$ cat src/rtl/soc_clk_gate_ctrl.sv
// Per-domain clock-gating controller: gates each domain after an idle period and
// restores it on request, with an ack once the re-enabled clock has settled.
module soc_clk_gate_ctrl #(
    parameter int unsigned NUM_DOM  = 4,
    parameter int unsigned IDLE_CYC = 16,
    parameter int unsigned WAKE_CYC = 2,
    parameter int unsigned CNT_W    = 8
) (
    input  logic               clk_in,
    input  logic               rst,
    input  logic               gate_en,
    input  logic               force_on,
    input  logic [NUM_DOM-1:0] dom_req,
    output logic [NUM_DOM-1:0] clk_en,
    output logic [NUM_DOM-1:0] dom_ack,
    output logic [NUM_DOM-1:0] dom_gated
);

    if (NUM_DOM < 1 || NUM_DOM > 16) begin : g_bad_num_dom
        $error("soc_clk_gate_ctrl: NUM_DOM must be in 1..16");
    end
    if (CNT_W < 1 || CNT_W > 30) begin : g_bad_cnt_w
        $error("soc_clk_gate_ctrl: CNT_W must be in 1..30");
    end
    if (IDLE_CYC < 1 || longint'(IDLE_CYC) > (longint'(1) << CNT_W)) begin : g_bad_idle
        $error("soc_clk_gate_ctrl: IDLE_CYC-1 does not fit in CNT_W bits");
    end
    if (WAKE_CYC < 1 || longint'(WAKE_CYC) > (longint'(1) << CNT_W)) begin : g_bad_wake
        $error("soc_clk_gate_ctrl: WAKE_CYC-1 does not fit in CNT_W bits");
    end

    localparam logic [CNT_W-1:0] IdleLoad = CNT_W'(IDLE_CYC - 1);
    localparam logic [CNT_W-1:0] WakeLoad = CNT_W'(WAKE_CYC - 1);

    typedef enum logic [1:0] {StOn, StIdleWait, StOff, StWake} state_e;

    state_e           state_q [NUM_DOM];
    state_e           state_d [NUM_DOM];
    logic [CNT_W-1:0] cnt_q   [NUM_DOM];
    logic [CNT_W-1:0] cnt_d   [NUM_DOM];
    logic             allow;

    assign allow = gate_en & ~force_on;

    always_comb begin
        for (int i = 0; i < NUM_DOM; i++) begin
            state_d[i] = state_q[i];
            cnt_d[i]   = cnt_q[i];
            unique case (state_q[i])
                StOn: begin
                    if (!dom_req[i] && allow) begin
                        state_d[i] = StIdleWait;
                        cnt_d[i]   = IdleLoad;
                    end
                end
                StIdleWait: begin
                    // A request at the expiry edge wins over gating.
                    if (dom_req[i] || !allow) begin
                        state_d[i] = StOn;
                    end else if (cnt_q[i] == '0) begin
                        state_d[i] = StOff;
                    end else begin
                        cnt_d[i] = cnt_q[i] - CNT_W'(1);
                    end
                end
                StOff: begin
                    if (dom_req[i] || !allow) begin
                        state_d[i] = StWake;
                        cnt_d[i]   = WakeLoad;
                    end
                end
                StWake: begin
                    if (cnt_q[i] == '0) begin
                        state_d[i] = StOn;
                    end else begin
                        cnt_d[i] = cnt_q[i] - CNT_W'(1);
                    end
                end
                default: state_d[i] = StOn;
            endcase
        end
    end

    // Outputs are decoded from the next state so they move with the state flops.
    always_ff @(posedge clk_in) begin
        if (rst) begin
            for (int i = 0; i < NUM_DOM; i++) begin
                state_q[i] <= StOn;
                cnt_q[i]   <= '0;
            end
            clk_en    <= '1;
            dom_ack   <= '1;
            dom_gated <= '0;
        end else begin
            for (int i = 0; i < NUM_DOM; i++) begin
                state_q[i]   <= state_d[i];
                cnt_q[i]     <= cnt_d[i];
                clk_en[i]    <= (state_d[i] != StOff);
                dom_ack[i]   <= (state_d[i] == StOn) || (state_d[i] == StIdleWait);
                dom_gated[i] <= (state_d[i] == StOff);
            end
        end
    end

endmodule
$ cat config.mk
export PLATFORM = sky130hd
export DESIGN_NAME = soc_clk_gate_ctrl
export DESIGN_NICKNAME = d
export VERILOG_FILES = /design/src/rtl/soc_clk_gate_ctrl.sv
export SDC_FILE = /design/constraint.sdc
export NUM_CORES = 1
export LEC_CHECK = 0
export BUFFER_PORTS_ARGS = -buffer_cell sky130_fd_sc_hd__buf_2
export CAP_MARGIN = 20
export CORE_MARGIN = 1.5
export CORE_UTILIZATION = 64
export CTS_CLUSTER_SIZE = 10
export DETAILED_ROUTE_END_ITERATION = 8
export PLACE_DENSITY_LB_ADDON = 0.1
export SYNTH_ARGS = -nofsm -noshare
export SYNTH_HDL_FRONTEND = slang
export SYNTH_SLANG_ARGS = --single-unit
$ cat constraint.sdc
create_clock -name clk_in -period 5.4 [get_ports clk_in]
set_input_delay 0.54 -clock clk_in [delete_from_list [all_inputs] [get_ports clk_in]]
set_output_delay 0.54 -clock clk_in [all_outputs]
set_load 0.005 [all_outputs]
=== After elaboration in Yosys (flattened, before gate mapping) ===
Memories as Yosys holds them, arrays and structs flattened.
Index checks and enable logic that the tools add are counted.
Widths: inputs -> output; s select.

* Add/subtract/negate cells: 4
* Equal/unequal tests: 24
* Multiplexer cells: 55
* Bitwise gates (word level): 10
* Reduce and logical (&&, ||, !) cells: 29

{| class="wikitable"
|+ Operators by type and width
! kind !! number
|-
| $mux 8 || 20
|-
| $pmux 8 s4 || 4
|-
| $mux 2 || 24
|-
| $logic_not 8->1 || 4
|-
| $pmux 2 s4 || 4
|-
| $sub 8x1->8 const B || 4
|-
| $eq 2x2->1 const B || 12
|-
| $eq 2x1->1 const B || 8
|-
| $logic_not 2->1 || 8
|-
| $logic_or 1x1->1 || 8
|-
| $ne 2x2->1 const B || 4
|-
| $or 1x1->1 || 8
|-
| $logic_not 1->1 || 5
|-
| $logic_and 1x1->1 || 4
|-
| $mux 1 || 3
|-
| $and 1x1->1 || 1
|-
| $not 1->1 || 1
|}

* Bits in registers: 12
* RAM bits: 40
* Bits of input ports: 8
* Output and inout port bits: 12
* Word-level logic and storage cells: 127
* Memories kept: 2

{| class="wikitable"
|+ Memory list
! name !! words !! width !! read ports !! clocked after Yosys merged registers in !! write ports !! RTL line !! source
|-
| cnt_q || 4 || 8 || 4 || 0 || 4 || 39 || <nowiki>logic [CNT_W-1:0] cnt_q [NUM_DOM];</nowiki>
|-
| state_q || 4 || 2 || 4 || 0 || 4 || 37 || <nowiki>state_e state_q [NUM_DOM];</nowiki>
|}

=== Logic depth before layout (Yosys ltp) ===
Gate-level depths: netlist (run 1).

* Word-level depth: 8
* Depth in mapped cells: 8
* Depth with buffers taken out: 7

=== Least setup slack after synthesis (run 1) ===
OpenSTA, ideal clock, no wires.

* Path kind: input to register
* From: input force_on
* To: memory cnt_q[3][6]
* Setup time: 0.071 ns
* Arrival time: 1.931 ns
* Required time: 5.329 ns
* Setup slack: 3.399 ns
* Cell stages on the path: 4
* Path through: or3b_4 > o311a_4 > or4_1 > a21oi_1

{| class="wikitable"
|+ RTL lines
! item !! RTL line !! source
|-
| start, declared || 12 || <nowiki>input logic force_on,</nowiki>
|-
| end, declared || 39 ||
|}

==> results of run 1 <==
-- logic make-up after synthesis --
logic type      count (synthesis)
simple gates                  141
compound gates                 75
flops                          52
buf+inv                        29
fa+ha+maj                      15
xor+xnor                       10
mux                             9
-- per-layer routing --
metal | routed length (um) | global-route usage [%]
met1 | 2520 | 31.6
met2 | 2620 | 42.9
met3 | 142 | 4.38
met4 | 71 | 9.25
met5 | 0 | 0
-- synth_stat cells, drive strengths merged (2+ instances only) --
cell    count
clkbuf      6
mux2        2
buf         2
xnor2       8
o21ai      22
nand2b      3
dfxtp      52
mux2i       7
xor2        2
and3        3
nand4b      4
or2         8
o22ai       2
o21bai      6
a211oi      5
nand3b      3
ha         15
a31oi       2
nor3       20
nor2b       7
nor3b       7
nor4b       3
nor4        4
or3b        2
a21oi      27
nand4       6
a21o        2
nand2      20
o31ai       3
or4         3
inv        21
nor2       42
-- final timing paths --
| path | end | slack (ps) | cells after the start | from |
|---|---|---|---|---|
| max | cnt_q[3][7] | 3090 | 7 | state_q[3][0] |
| min | cnt_q[1][4] | 490 | 2 | cnt_q[1][4] |
| max reg2reg | cnt_q[3][7] | 3090 | 7 | state_q[3][0] |
| min reg2reg | cnt_q[1][4] | 490 | 2 | cnt_q[1][4] |
-- sequential cells by signal, indices dropped and copies added, names as in the netlist --
signal / cells
clk_en: 4
cnt_q: 32
dom_ack: 4
dom_gated: 4
state_q: 8
-- where the power goes --
| group | switching, mW | internal [mW] | leakage (nW) |
|---|---|---|---|
| clock | 0.120 | 0.182 | 0.0642 |
| sequential | 0.0618 | 0.451 | 0.424 |
| combinational | 0.333 | 0.243 | 0.653 |
-- area by class of cell --
| class | instances | area, um2 | area share (%) |
|---|---|---|---|
| inverter | 21 | 78.8 | 2.62 |
| clock inverter | 2 | 60.1 | 2.00 |
| sequential | 52 | 1040 | 34.6 |
| clock buffer | 5 | 68.8 | 2.29 |
| timing repair buffer | 19 | 95.1 | 3.16 |
| multi-input combinational | 250 | 1600 | 53.2 |
| tap | 50 | 62.6 | 2.08 |
-- stage by stage --
| stage | std cells | utilization [%] | setup slack (ps) | power [mW] |
|---|---|---|---|---|
| floorplan | 331 | - | 3400 | 0.962 |
| global placement | 392 | 70.9 | 3140 | 1.07 |
| detailed placement | 392 | 70.9 | 3080 | 1.09 |
| CTS | 399 | 74.1 | 3120 | 1.40 |
| global route | 399 | 74.1 | 2870 | 1.50 |
| finish | 399 | 74.1 | 3090 | 1.39 |
-- worst reg2reg max path, stage by stage (launching register included) --
cell     delay (ps)
dfxtp_1         510
inv_1           200
ha_1            310
nor3_1          180
mux2i_1         130
o311a_4         210
or4_1           520
a21oi_1         170
==> impl_results.html, run 1 <==
<table>
<tr><th>Metric</th><th>Value</th></tr>
<tr><th colspan="2">Worst setup path</th></tr>
<tr><td>CP top delay family</td><td>simple AND/OR/NAND/NOR gates</td></tr>
<tr><td>Slowest cell on the critical path</td><td>or4_1</td></tr>
<tr><td>Arrival time at the worst endpoint</td><td>2530 ps</td></tr>
<tr><td>Setup crit end kind</td><td>register</td></tr>
<tr><td>Buffers and inverters on the worst path</td><td>1</td></tr>
<tr><td>WS Path Type</td><td>reg -&gt; reg</td></tr>
<tr><td>Crit start category</td><td>register</td></tr>
<tr><td>Worst-path cell chain</td><td>inv_1, ha_1, nor3_1, mux2i_1, o311a_4, or4_1, a21oi_1</td></tr>
<tr><td>Slowest cell delay on critical path</td><td>520 ps</td></tr>
<tr><td>Maximum fanout along the worst path</td><td>15</td></tr>
<tr><td>Worst endpoint required time</td><td>5620 ps</td></tr>
<tr><th colspan="2">CTS</th></tr>
<tr><td>Root buffer cell</td><td>clkbuf_8</td></tr>
<tr><td>Number of hold-repair buffers added at the cts stage</td><td>0</td></tr>
<tr><td>Clock Sink Count</td><td>52</td></tr>
<tr><td>Inserted Clock Buffers</td><td>5</td></tr>
<tr><td>Number of instances resized during post-cts repair</td><td>0</td></tr>
<tr><td>Clock-pin slew on the worst setup and hold paths</td><td>90 ps</td></tr>
<tr><td>Post-CTS Setup Inserts</td><td>0</td></tr>
<tr><td>TritonCTS clock tree</td><td>done</td></tr>
<tr><td>Insertion delay of the later-clocked pin in the worst-skew pair</td><td>300 ps</td></tr>
<tr><td>H-tree level count</td><td>2</td></tr>
<tr><td>Deepest clock path buffer count</td><td>2</td></tr>
<tr><th colspan="2">Drt</th></tr>
<tr><td>Mean routed wirelength per cell</td><td>13.4 um</td></tr>
<tr><td>Per-cell via count in the routed design</td><td>5.87</td></tr>
<tr><td>Antenna viol nets, final</td><td>0</td></tr>
<tr><td>Pre-antenna DRT Iters</td><td>4</td></tr>
<tr><td>Vias after detailed routing</td><td>2,342</td></tr>
<tr><td>Initial DRC Count</td><td>143</td></tr>
<tr><td>Total length of routed wires</td><td>5.36 mm</td></tr>
<tr><td>Drt drc</td><td>0</td></tr>
<tr><th colspan="2">Logic synthesis</th></tr>
<tr><td>Ys async rst share</td><td>0%</td></tr>
<tr><td>Fraction of synthesized cell area in xor and xnor cells</td><td>3.18%</td></tr>
<tr><td>Syn_area_per_cell</td><td>8.32 um2</td></tr>
<tr><td>Area fraction in compound gates after synthesis</td><td>16.5%</td></tr>
<tr><td>Adder and majority cell fraction of the synthesized area</td><td>6.82%</td></tr>
<tr><td>Flop and latch count out of synthesis</td><td>52</td></tr>
<tr><td>Cells taking the most area after synthesis</td><td>dfxtp_1 (38%), ha_1 (6.8%), nor2_1 (5.7%)</td></tr>
<tr><td>Distinct cell type count of the synthesized netlist</td><td>51</td></tr>
<tr><td>Mux cell area share after synthesis</td><td>3.36%</td></tr>
<tr><td>Fraction of the mapped netlist area in simple logic gates</td><td>28.3%</td></tr>
<tr><td>Synthesized net count</td><td>354</td></tr>
<tr><td>Number of enable flip-flop cells after synthesis</td><td>0</td></tr>
<tr><td>Syn. warnings</td><td>0</td></tr>
<tr><td>Area of the mapped netlist</td><td>0.00275 mm2</td></tr>
<tr><td>Area share of the leading cell type in the synthesized netlist</td><td>37.8%</td></tr>
<tr><td>Sequential share of the synthesized area</td><td>37.8%</td></tr>
<tr><td>Synthesized instance count</td><td>331</td></tr>
<tr><td>Cell taking the most area after synthesis</td><td>dfxtp_1</td></tr>
<tr><td>Main flop type after synthesis</td><td>dfxtp_1</td></tr>
<tr><td>Main combinational cell family by area after synthesis</td><td>simple AND/OR/NAND/NOR gates</td></tr>
<tr><th colspan="2">Layout</th></tr>
<tr><td>Layout overhead on the synthesized area</td><td>9.18%</td></tr>
<tr><td># diodes</td><td>0</td></tr>
<tr><td>Final-layout fill cell count</td><td>318</td></tr>
<tr><td>Leading cell type in the layout, fill and taps excluded</td><td>dfxtp_1</td></tr>
<tr><td>Share of cells above drive strength 1</td><td>11.7%</td></tr>
<tr><td>Number of nets in the layout</td><td>372</td></tr>
<tr><td>Commonest non-fill, non-tap cells in the layout</td><td>dfxtp_1 (52), nor2_1 (42), a21oi_1 (27)</td></tr>
<tr><td>Total non-filler cell area in the finished layout</td><td>0.00301 mm2</td></tr>
<tr><th colspan="2">STA</th></tr>
<tr><td>Post-layout minimum cycle time</td><td>2310 ps</td></tr>
<tr><td>Worst relative slew slack</td><td>53.4%</td></tr>
<tr><td>Ratio of final minimum period to clock period</td><td>42.7%</td></tr>
<tr><td>Worst slew pin tran</td><td>693 ps</td></tr>
<tr><td>Worst-case hold slack</td><td>487 ps</td></tr>
<tr><td>Total setup violations reported at the end of the flow</td><td>0</td></tr>
<tr><td>Clock tree skew after final layout</td><td>8.19 ps</td></tr>
<tr><td>Hold Violations, Final</td><td>0</td></tr>
<tr><td>Summed negative setup slack over all endpoints</td><td>0 ps</td></tr>
<tr><td>Maximum clock frequency</td><td>0.434 GHz</td></tr>
<tr><td>Count of final max-slew check failures</td><td>0</td></tr>
<tr><td>RSZ-0062 raised after global routing</td><td>no</td></tr>
<tr><th colspan="2">Place</th></tr>
<tr><td>Port-buffer cells</td><td>19</td></tr>
<tr><td>Placed wire-length estimate after detailed placement</td><td>3.87 mm</td></tr>
<tr><td>Placement-stage cell area</td><td>0.00288 mm2</td></tr>
<tr><td>Placer Congestion</td><td>0.868</td></tr>
<tr><th colspan="2">Power</th></tr>
<tr><td>Leakage power</td><td>1.14 nW</td></tr>
<tr><td>Ratio of total power to cell area</td><td>463 mW/mm2</td></tr>
<tr><td>Worst vdd rail ir drop</td><td>0.000195 V</td></tr>
<tr><th colspan="2">Die</th></tr>
<tr><td>Initial core utilization</td><td>67.8%</td></tr>
<tr><td>Floorplan die height</td><td>68.6 um</td></tr>
<tr><td>Die boundary width</td><td>68.6 um</td></tr>
<tr><td>Die Footprint</td><td>0.00470 mm2</td></tr>
<tr><td>Boundary Pins</td><td>20</td></tr>
<tr><td>Row count</td><td>23</td></tr>
<tr><td>Std-Cell Core Area</td><td>0.00406 mm2</td></tr>
<tr><th colspan="2">GRT</th></tr>
<tr><td>Wire length of the first global-routing pass</td><td>9.11 mm</td></tr>
<tr><td>Pin count of the biggest net entering global routing</td><td>36</td></tr>
<tr><td>Initial antenna violation count</td><td>0</td></tr>
<tr><td>Remaining global-route overflow</td><td>0</td></tr>
<tr><td>Vias in the first global route</td><td>2,149</td></tr>
<tr><td>Aggregate global-route resource usage</td><td>25.2%</td></tr>
<tr><th colspan="2">Worst hold path</th></tr>
<tr><td>Worst hold path type</td><td>reg -&gt; reg</td></tr>
<tr><th colspan="2">Job</th></tr>
<tr><td>Maximum capacitance violations</td><td>0</td></tr>
<tr><th colspan="2">Status</th></tr>
<tr><td>Result of the run</td><td>complete, no violations</td></tr>
</table>
No activity file was read; power rests on OpenSTA's default activity.
==> run 2, diff against run 1 <==
--- a/config.mk
+++ b/config.mk
@@ -8,7 +8,7 @@
 export BUFFER_PORTS_ARGS = -buffer_cell sky130_fd_sc_hd__buf_2
 export CAP_MARGIN = 20
 export CORE_MARGIN = 1.5
-export CORE_UTILIZATION = 64
+export CORE_UTILIZATION = 54
 export CTS_CLUSTER_SIZE = 10
 export DETAILED_ROUTE_END_ITERATION = 8
 export PLACE_DENSITY_LB_ADDON = 0.1
==> constraint.sdc (replaced) <==
create_clock -name clk_in -period 1.85 [get_ports clk_in]
set_input_delay 0.185 -clock clk_in [delete_from_list [all_inputs] [get_ports clk_in]]
set_output_delay 0.185 -clock clk_in [all_outputs]
set_load 0.005 [all_outputs]
==> run 2 against run 1 <==
  * Via count is 10% higher
  * Critical path depth is 2 lower
  * Combinational power increased to 4.7 times the previous value
  * Global-route usage shrank 1.7 points
  * Critical path type unchanged
  * Largest cell class unchanged
==> impl_results.html, run 2 (synthesis gave the netlist of run 1 again) <==
<table>
<tr><th>Metric</th><th>Value</th></tr>
<tr><th colspan="2">Drt</th></tr>
<tr><td>Per-cell via count in the routed design</td><td>5.53 (-5.8%)</td></tr>
<tr><td>Vias after detailed routing</td><td>2,577 (+10%)</td></tr>
<tr><td>Total length of routed wires</td><td>6.36 mm (+19%)</td></tr>
<tr><td>Pre-antenna DRT Iters</td><td>4 (unchanged)</td></tr>
<tr><td>Initial DRC Count</td><td>225 (+57%)</td></tr>
<tr><td>Mean routed wirelength per cell</td><td>13.6 um (+1.5%)</td></tr>
<tr><td>Antenna viol nets, final</td><td>0 (unchanged)</td></tr>
<tr><td>Drt drc</td><td>0 (unchanged)</td></tr>
<tr><th colspan="2">Layout</th></tr>
<tr><td># diodes</td><td>0 (unchanged)</td></tr>
<tr><td>Final Non-Filler Cells</td><td>466 (+17%)</td></tr>
<tr><td>Most flops, register</td><td>cnt_q</td></tr>
<tr><td>Final-layout fill cell count</td><td>378 (+19%)</td></tr>
<tr><td>Share of cells above drive strength 1</td><td>31.1% (+19 points)</td></tr>
<tr><td>Flip-flop count of the largest register, all copies and words added</td><td>32 (unchanged)</td></tr>
<tr><td>Leading cell type in the layout, fill and taps excluded</td><td>buf_4</td></tr>
<tr><td>Leading registers by flop count</td><td>cnt_q: 32 flops, state_q: 8 flops</td></tr>
<tr><td>Commonest non-fill, non-tap cells in the layout</td><td>buf_4 (48), dfxtp_1 (45), nor2_1 (41)</td></tr>
<tr><td>Layout overhead on the synthesized area</td><td>27.7%</td></tr>
<tr><td>Number of nets in the layout</td><td>421 (+13%)</td></tr>
<tr><th colspan="2">Die</th></tr>
<tr><td>Initial core utilization</td><td>57.1% (-11 points)</td></tr>
<tr><td>Row count</td><td>25 (+8.7%)</td></tr>
<tr><td>Die Footprint</td><td>0.00553 mm2 (+18%)</td></tr>
<tr><td>Floorplan die height</td><td>74.4 um (+8.5%)</td></tr>
<tr><td>Die boundary width</td><td>74.4 um (+8.5%)</td></tr>
<tr><td>Boundary Pins</td><td>20 (unchanged)</td></tr>
<tr><td>Std-Cell Core Area</td><td>0.00482 mm2 (+19%)</td></tr>
<tr><th colspan="2">Power</th></tr>
<tr><td>Ratio of total power to cell area</td><td>1390 mW/mm2 (+200%)</td></tr>
<tr><td>Leakage power</td><td>1.40 nW (+22%)</td></tr>
<tr><td>Total power consumption of the routed design</td><td>4.88 mW (+250%)</td></tr>
<tr><td>Worst vdd rail ir drop</td><td>0.000576 V (+190%)</td></tr>
<tr><th colspan="2">STA</th></tr>
<tr><td>Total setup violations reported at the end of the flow</td><td>0 (unchanged)</td></tr>
<tr><td>Worst-case hold slack</td><td>254 ps (-234 ps)</td></tr>
<tr><td>Hold Violations, Final</td><td>0 (unchanged)</td></tr>
<tr><td>Maximum clock frequency</td><td>0.543 GHz (+25%)</td></tr>
<tr><td>Count of final max-slew check failures</td><td>0 (unchanged)</td></tr>
<tr><td>Worst relative slew slack</td><td>69.3% (+16 points)</td></tr>
<tr><td>Clock tree skew after final layout</td><td>9.14 ps (+0.947 ps)</td></tr>
<tr><td>RSZ-0062 raised after global routing</td><td>yes</td></tr>
<tr><td>Ratio of final minimum period to clock period</td><td>99.6% (+57 points)</td></tr>
<tr><td>Summed negative setup slack over all endpoints</td><td>0 ps (unchanged)</td></tr>
<tr><td>Post-layout minimum cycle time</td><td>1840 ps (-464 ps)</td></tr>
<tr><td>Crit path setup slack, layout</td><td>7.53 ps (-3090 ps)</td></tr>
<tr><td>Worst slew pin tran</td><td>456 ps (-237 ps)</td></tr>
<tr><th colspan="2">GRT</th></tr>
<tr><td>Initial antenna violation count</td><td>0 (unchanged)</td></tr>
<tr><td>Most crowded layer after global routing</td><td>met2</td></tr>
<tr><td>Met2 usage in global routing</td><td>38.4% (-4.5 points)</td></tr>
<tr><td>Aggregate global-route resource usage</td><td>23.4% (-1.7 points)</td></tr>
<tr><td>Remaining global-route overflow</td><td>0 (unchanged)</td></tr>
<tr><td>M1 GR Usage</td><td>31.2% (-0.43 points)</td></tr>
<tr><td>Pin count of the biggest net entering global routing</td><td>20 (-44%)</td></tr>
<tr><td>Vias in the first global route</td><td>2,372 (+10%)</td></tr>
<tr><td>Wire length of the first global-routing pass</td><td>10.3 mm (+13%)</td></tr>
<tr><td>Global routing met3 resource utilization</td><td>3.79% (-0.59 points)</td></tr>
<tr><th colspan="2">Worst setup path</th></tr>
<tr><td>Slowest cell delay on critical path</td><td>570 ps (+50 ps)</td></tr>
<tr><td>Slowest cell on the critical path</td><td>or4_4</td></tr>
<tr><td>Setup crit end kind</td><td>register</td></tr>
<tr><td>Crit start category</td><td>register</td></tr>
<tr><td>Worst-path cell chain</td><td>or4_4, or2_4, a311oi_2, nor3_2, or2_1</td></tr>
<tr><td>WS Path Type</td><td>reg -&gt; reg</td></tr>
<tr><td>Arrival time at the worst endpoint</td><td>2050 ps (-480 ps)</td></tr>
<tr><td>Maximum fanout along the worst path</td><td>4 (-11)</td></tr>
<tr><td>Worst endpoint required time</td><td>2060 ps (-3560 ps)</td></tr>
<tr><th colspan="2">CTS</th></tr>
<tr><td>Clock Sink Count</td><td>52 (unchanged)</td></tr>
<tr><td>Root buffer cell</td><td>clkbuf_8</td></tr>
<tr><td>Number of hold-repair buffers added at the cts stage</td><td>0 (unchanged)</td></tr>
<tr><td>Clock-pin slew on the worst setup and hold paths</td><td>110 ps (+20 ps)</td></tr>
<tr><td>Insertion delay of the later-clocked pin in the worst-skew pair</td><td>310 ps (about the same)</td></tr>
<tr><td>TritonCTS clock tree</td><td>done</td></tr>
<tr><td>Inserted Clock Buffers</td><td>5 (unchanged)</td></tr>
<tr><td>H-tree level count</td><td>2 (unchanged)</td></tr>
<tr><td>Deepest clock path buffer count</td><td>2 (unchanged)</td></tr>
<tr><th colspan="2">Place</th></tr>
<tr><td>Worst slack at placement</td><td>-59.6 ps (-3140 ps)</td></tr>
<tr><td>Port-buffer cells</td><td>19 (unchanged)</td></tr>
<tr><td>Placed cell count</td><td>451 (+15%)</td></tr>
<tr><td>Placer Congestion</td><td>0.856 (-1.5%)</td></tr>
<tr><td>Placed wire-length estimate after detailed placement</td><td>4.42 mm (+14%)</td></tr>
<tr><th colspan="2">Status</th></tr>
<tr><td>Result of the run</td><td>complete, no violations</td></tr>
<tr><th colspan="2">Job</th></tr>
<tr><td>Maximum capacitance violations</td><td>0 (unchanged)</td></tr>
<tr><th colspan="2">Worst hold path</th></tr>
<tr><td>Worst hold path type</td><td>in -&gt; reg</td></tr>
</table>
==> run 2: cell types whose count changed in the layout (fill, tap and decap cells not counted), sizes merged <==
cell and delta:
bufinv -2, clkinv +1, inv +2, buf +49
==> run 2: path summary, 6_finish.rpt <==
path / start / to / slack, ps / cells after the start
worst max-delay path: cnt_q[3][5] / clk_en[3] / 8 / 5
worst min-delay path: rst / state_q[3][0] / 250 / 2
worst max register to register: cnt_q[3][5] / clk_en[3] / 8 / 5
worst min register to register: cnt_q[2][1] / cnt_q[2][1] / 490 / 2
==> run 2: cell type report <==
| class | count | area (um2) | area share (%) |
|---|---|---|---|
| sequential | 52 | 1050 | 29.9 |
| clock buffer | 5 | 68.8 | 1.96 |
| clock inverter | 3 | 26.3 | 0.747 |
| tap | 67 | 83.8 | 2.38 |
| timing repair buffer | 68 | 467 | 13.3 |
| multi-input combinational | 250 | 1740 | 49.5 |
| inverter | 21 | 78.8 | 2.24 |
==> run 2: timing repair <==
item	CTS	global route
resized for setup	7	43
pin swaps	7	14
setup endpoints to repair	12	29
endpoints found under the hold margin	0	0
buffers inserted	0	7
==> run 2: metrics by stage <==
stage | instance area, um2 | utilization [%]
after floorplan | 2760 | -
after global placement | 3220 | 66.9
after detailed placement | 3220 | 66.9
after CTS | 3340 | 69.3
after global routing | 3520 | 73.0
final | 3520 | 73.0
==> run 2: critical path, delay by kind of cell, from the launching register on <==
family	cells	cell delay (ps)
AND/OR/NAND/NOR	4	1150
flip-flops	1	340
AO/OA/AOI/OAI	1	260
==> run 2: metal layers <==
| metal | vias up | wire [um] | part of all wire (%) |
|---|---|---|---|
| li1 | 1305 | - | - |
| met1 | 1179 | 2980 | 47 |
| met2 | 70 | 2920 | 46 |
| met3 | 23 | 271 | 4.3 |
| met4 | 0 | 189 | 3.0 |
| met5 | - | 0 | 0 |
==> run 2: power by group <==
part / leakage [nW] / switching [mW] / total, mW / internal (mW)
registers: 0.427 / 0.157 / 1.49 / 1.33
clock network: 0.0491 / 0.417 / 0.697 / 0.279
logic: 0.919 / 1.29 / 2.69 / 1.39
total: 1.40 / 1.87 / 4.88 / 3.01
==> run 3, diff against run 2 <==
--- a/config.mk
+++ b/config.mk
@@ -6,12 +6,12 @@
 export NUM_CORES = 1
 export LEC_CHECK = 0
 export BUFFER_PORTS_ARGS = -buffer_cell sky130_fd_sc_hd__buf_2
-export CAP_MARGIN = 20
+export CAP_MARGIN = 0
 export CORE_MARGIN = 1.5
 export CORE_UTILIZATION = 54
 export CTS_CLUSTER_SIZE = 10
 export DETAILED_ROUTE_END_ITERATION = 8
-export PLACE_DENSITY_LB_ADDON = 0.1
+export PLACE_DENSITY = 0.75
 export SYNTH_ARGS = -nofsm -noshare
 export SYNTH_HDL_FRONTEND = slang
 export SYNTH_SLANG_ARGS = --single-unit
==> run 3 against run 2 <==
  * The flow now finishes with violations (negative setup slack)
  * Clock-buffer cell count unchanged
  * Final cell count down 0.21%
  * Worst hold slack better by 41 ps
  * Combinational power up 6%
  * Global-route usage up 0.19 points
  * Core utilization up 0.42 points
  * Via count down 0.12%
  * Clock power up 1%
  * Setup slack worse by 33 ps
  * Clock skew down 4.3 ps
  * Sequential share of layout area down 0.38 points
  * Sequential power about the same
==> impl_results.html, run 3 (synthesis gave the netlist of run 1 again) <==
<table>
<tr><th>Metric</th><th>Value</th></tr>
<tr><th colspan="2">Status</th></tr>
<tr><td>Result of the run</td><td>finished, violations left</td></tr>
<tr><td>Violated checks</td><td>negative setup slack</td></tr>
<tr><th colspan="2">Worst hold path</th></tr>
<tr><td>Worst hold path type</td><td>in -&gt; reg</td></tr>
<tr><td>Worst hold path startpoint</td><td>rst</td></tr>
<tr><td>Endpoint, Worst Hold</td><td>state_q[2][0]</td></tr>
<tr><td>Hold Path Stages</td><td>2 (unchanged)</td></tr>
<tr><th colspan="2">Place</th></tr>
<tr><td>Worst slack at placement</td><td>-76.4 ps (-16.7 ps)</td></tr>
<tr><td>Port-buffer cells</td><td>19 (unchanged)</td></tr>
<tr><td>Placed wire-length estimate after detailed placement</td><td>4.28 mm (-3.1%)</td></tr>
<tr><td>Placed cell count</td><td>452 (+0.22%)</td></tr>
<tr><td>Placer Congestion</td><td>0.848 (-0.84%)</td></tr>
<tr><td>Placement-stage cell area</td><td>0.00323 mm2 (+0.23%)</td></tr>
<tr><th colspan="2">CTS</th></tr>
<tr><td>Inserted Clock Buffers</td><td>5 (unchanged)</td></tr>
<tr><td>Deepest clock path buffer count</td><td>2 (unchanged)</td></tr>
<tr><td>TritonCTS clock tree</td><td>done</td></tr>
<tr><td>Insertion delay of the later-clocked pin in the worst-skew pair</td><td>310 ps (about the same)</td></tr>
<tr><td>Number of hold-repair buffers added at the cts stage</td><td>0 (unchanged)</td></tr>
<tr><td>Clock-pin slew on the worst setup and hold paths</td><td>100 ps (about the same)</td></tr>
<tr><td>Clock Sink Count</td><td>52 (unchanged)</td></tr>
<tr><td>Root buffer cell</td><td>clkbuf_8</td></tr>
<tr><td>H-tree level count</td><td>2 (unchanged)</td></tr>
<tr><th colspan="2">Worst setup path</th></tr>
<tr><td>Arrival time at the worst endpoint</td><td>2090 ps (+40 ps)</td></tr>
<tr><td>Timing startpoint of the critical path</td><td>cnt_q[3][0]</td></tr>
<tr><td>WS Path Type</td><td>reg -&gt; reg</td></tr>
<tr><td>Setup slack of the worst register-to-register path</td><td>-30 ps (-30 ps)</td></tr>
<tr><td>Crit start category</td><td>register</td></tr>
<tr><td>Logic depth of the worst register-to-register path</td><td>7 (+2)</td></tr>
<tr><td>Reg-to-reg critical path startpoint</td><td>cnt_q[3][0]</td></tr>
<tr><td>Maximum fanout along the worst path</td><td>4 (unchanged)</td></tr>
<tr><td>Worst endpoint required time</td><td>2060 ps (about the same)</td></tr>
<tr><td>Worst flop-to-flop path endpoint</td><td>clk_en[3]</td></tr>
<tr><td>Setup crit end kind</td><td>register</td></tr>
<tr><th colspan="2">Layout</th></tr>
<tr><td>Flip-flop count of the largest register, all copies and words added</td><td>32 (unchanged)</td></tr>
<tr><td>Number of nets in the layout</td><td>420 (-0.24%)</td></tr>
<tr><td># diodes</td><td>0 (unchanged)</td></tr>
<tr><td>Commonest non-fill, non-tap cells in the layout</td><td>dfxtp_1 (49), buf_4 (46), nor2_1 (40)</td></tr>
<tr><td>Total non-filler cell area in the finished layout</td><td>0.00354 mm2 (+0.57%)</td></tr>
<tr><td>Leading registers by flop count</td><td>cnt_q: 32 flops, state_q: 8 flops</td></tr>
<tr><td>Most flops, register</td><td>cnt_q</td></tr>
<tr><td>Final Non-Filler Cells</td><td>465 (-0.21%)</td></tr>
<tr><td>Leading cell type in the layout, fill and taps excluded</td><td>dfxtp_1</td></tr>
<tr><td>Final-layout fill cell count</td><td>376 (-0.53%)</td></tr>
<tr><td>Layout overhead on the synthesized area</td><td>28.5%</td></tr>
<tr><td>Share of cells above drive strength 1</td><td>30.9% (-0.17 points)</td></tr>
<tr><th colspan="2">STA</th></tr>
<tr><td>Crit path setup slack, layout</td><td>-26.0 ps (-33.5 ps)</td></tr>
<tr><td>RSZ-0062 raised after global routing</td><td>yes</td></tr>
<tr><td>Ratio of final minimum period to clock period</td><td>101% (+1.8 points)</td></tr>
<tr><td>Summed negative setup slack over all endpoints</td><td>-34.0 ps (-34.0 ps)</td></tr>
<tr><td>Worst slew pin tran</td><td>446 ps (-10.4 ps)</td></tr>
<tr><td>Count of final max-slew check failures</td><td>0 (unchanged)</td></tr>
<tr><td>Worst relative slew slack</td><td>69.4% (+0.12 points)</td></tr>
<tr><td>Total setup violations reported at the end of the flow</td><td>3 (+3)</td></tr>
<tr><td>Post-layout minimum cycle time</td><td>1880 ps (+33.5 ps)</td></tr>
<tr><td>Hold Violations, Final</td><td>0 (unchanged)</td></tr>
<tr><td>Clock tree skew after final layout</td><td>4.87 ps (-4.27 ps)</td></tr>
<tr><td>Worst-case hold slack</td><td>295 ps (+41.5 ps)</td></tr>
<tr><td>Maximum clock frequency</td><td>0.533 GHz (-1.8%)</td></tr>
<tr><th colspan="2">Die</th></tr>
<tr><td>Initial core utilization</td><td>57.1% (unchanged)</td></tr>
<tr><td>Std-Cell Core Area</td><td>0.00482 mm2 (unchanged)</td></tr>
<tr><td>Boundary Pins</td><td>20 (unchanged)</td></tr>
<tr><td>Row count</td><td>25 (unchanged)</td></tr>
<tr><td>Floorplan die height</td><td>74.4 um (unchanged)</td></tr>
<tr><td>Die boundary width</td><td>74.4 um (unchanged)</td></tr>
<tr><td>Die Footprint</td><td>0.00553 mm2 (unchanged)</td></tr>
<tr><th colspan="2">GRT</th></tr>
<tr><td>Initial antenna violation count</td><td>0 (unchanged)</td></tr>
<tr><td>Wire length of the first global-routing pass</td><td>10.3 mm (about the same)</td></tr>
<tr><td>Pin count of the biggest net entering global routing</td><td>24 (+20%)</td></tr>
<tr><td>Remaining global-route overflow</td><td>0 (unchanged)</td></tr>
<tr><td>Aggregate global-route resource usage</td><td>23.6% (+0.19 points)</td></tr>
<tr><td>Vias in the first global route</td><td>2,421 (+2.1%)</td></tr>
<tr><th colspan="2">Drt</th></tr>
<tr><td>Drt drc</td><td>0 (unchanged)</td></tr>
<tr><td>Pre-antenna DRT Iters</td><td>4 (unchanged)</td></tr>
<tr><td>Initial DRC Count</td><td>141 (-37%)</td></tr>
<tr><td>Antenna viol nets, final</td><td>0 (unchanged)</td></tr>
<tr><td>Total length of routed wires</td><td>6.50 mm (+2.3%)</td></tr>
<tr><td>Mean routed wirelength per cell</td><td>14.0 um (+2.5%)</td></tr>
<tr><td>Per-cell via count in the routed design</td><td>5.54 (about the same)</td></tr>
<tr><td>Vias after detailed routing</td><td>2,574 (-0.12%)</td></tr>
<tr><th colspan="2">Power</th></tr>
<tr><td>Portion of total power attributed to the clock network</td><td>14.0% (-0.3 points)</td></tr>
<tr><td>Ratio of total power to cell area</td><td>1420 mW/mm2 (+2.3%)</td></tr>
<tr><td>Reg power frac</td><td>29.2% (-1.4 points)</td></tr>
<tr><td>Combinational group share of total power</td><td>56.8% (+1.7 points)</td></tr>
<tr><td>Worst vdd rail ir drop</td><td>0.000589 V (+2.2%)</td></tr>
<tr><td>Net Switching</td><td>1.98 mW (+6.0%)</td></tr>
<tr><td>Leakage power</td><td>1.40 nW (+0.52%)</td></tr>
<tr><td>Int Power</td><td>3.04 mW (+1.0%)</td></tr>
<tr><td>Switch share</td><td>39.5% (+1.1 points)</td></tr>
<tr><th colspan="2">Job</th></tr>
<tr><td>Maximum capacitance violations</td><td>0 (unchanged)</td></tr>
</table>
run 3: changes by cell type in the layout (fill, tap and decap cells not counted), moves of 2 or more:
| cell | before | now |
|---|---|---|
| ha_4 | 3 | 1 |
| inv_1 | 16 | 18 |
| o21ai_1 | 8 | 5 |
| o21ai_0 | 13 | 16 |
| buf_4 | 48 | 46 |
| inv_2 | 5 | 3 |
| ha_2 | 1 | 3 |
| dfxtp_1 | 45 | 49 |
| dfxtp_2 | 6 | 3 |
run 3: what timing repair did:
item,CTS,global route
setup endpoints to repair,14,30
pin swaps,8,13
cloned,0,0
setup buffers,2,3
endpoints found under the hold margin,0,0
gates resized for setup,14,32
run 3: metal layers:
metal | vias up | part of all wire [%] | global-route usage [%] | wire [um]
met1 | 1186 | 44 | 29.3 | 2890
met2 | 63 | 50 | 39.4 | 3240
met3 | 13 | 3.8 | 5.01 | 245
li1 | 1312 | - | - | -
met4 | 0 | 2.1 | 10.5 | 136
met5 | - | 0 | 0 | 0
run 3: final cells by class:
type,count,area [um2],area share [%]
Tap cell,67,83.8,2.37
Clock buffer,5,68.8,1.95
Inverter,21,78.8,2.23
Multi-Input combinational cell,250,1770,50.0
Clock inverter,3,28.8,0.814
Timing Repair Buffer,67,463,13.1
Sequential cell,52,1040,29.5
run 3: critical path: stages, from the launching register on:
cell	delay, ps
dfxtp_2	340
inv_2	80
ha_4	130
or3b_4	410
or2_4	250
a311oi_2	230
nor3_2	100
or2_1	240
run 3: worst max path at each step:
stage	cells after the start	endpoint	slack, ps
2_1_floorplan	7	clk_en[3]	-9
3_3_place_gp	7	clk_en[3]	-20
3_5_place_dp	7	clk_en[3]	-80
4_1_cts	8	cnt_q[3][5]	3
5_1_grt	8	cnt_q[3][2]	-110
6_report	7	clk_en[3]	-30
run 3: power groups by stage:
stage,sequential [mW],combinational (mW),clock [mW]
2_1_floorplan,1.49,1.34,0
3_3_place_gp,1.46,2.21,0
3_5_place_dp,1.46,2.27,0
4_1_cts,1.45,2.47,0.716
5_1_grt,1.49,3.08,0.770
6_report,1.47,2.85,0.704
run 3: through the flow:
step / utilization, % / power [mW]
final: 73.4 / 5.02
after global routing: 73.4 / 5.34
after CTS: 70.6 / 4.64
after detailed placement: 67.1 / 3.73
after global placement: 67.1 / 3.68
after floorplan: - / 2.83
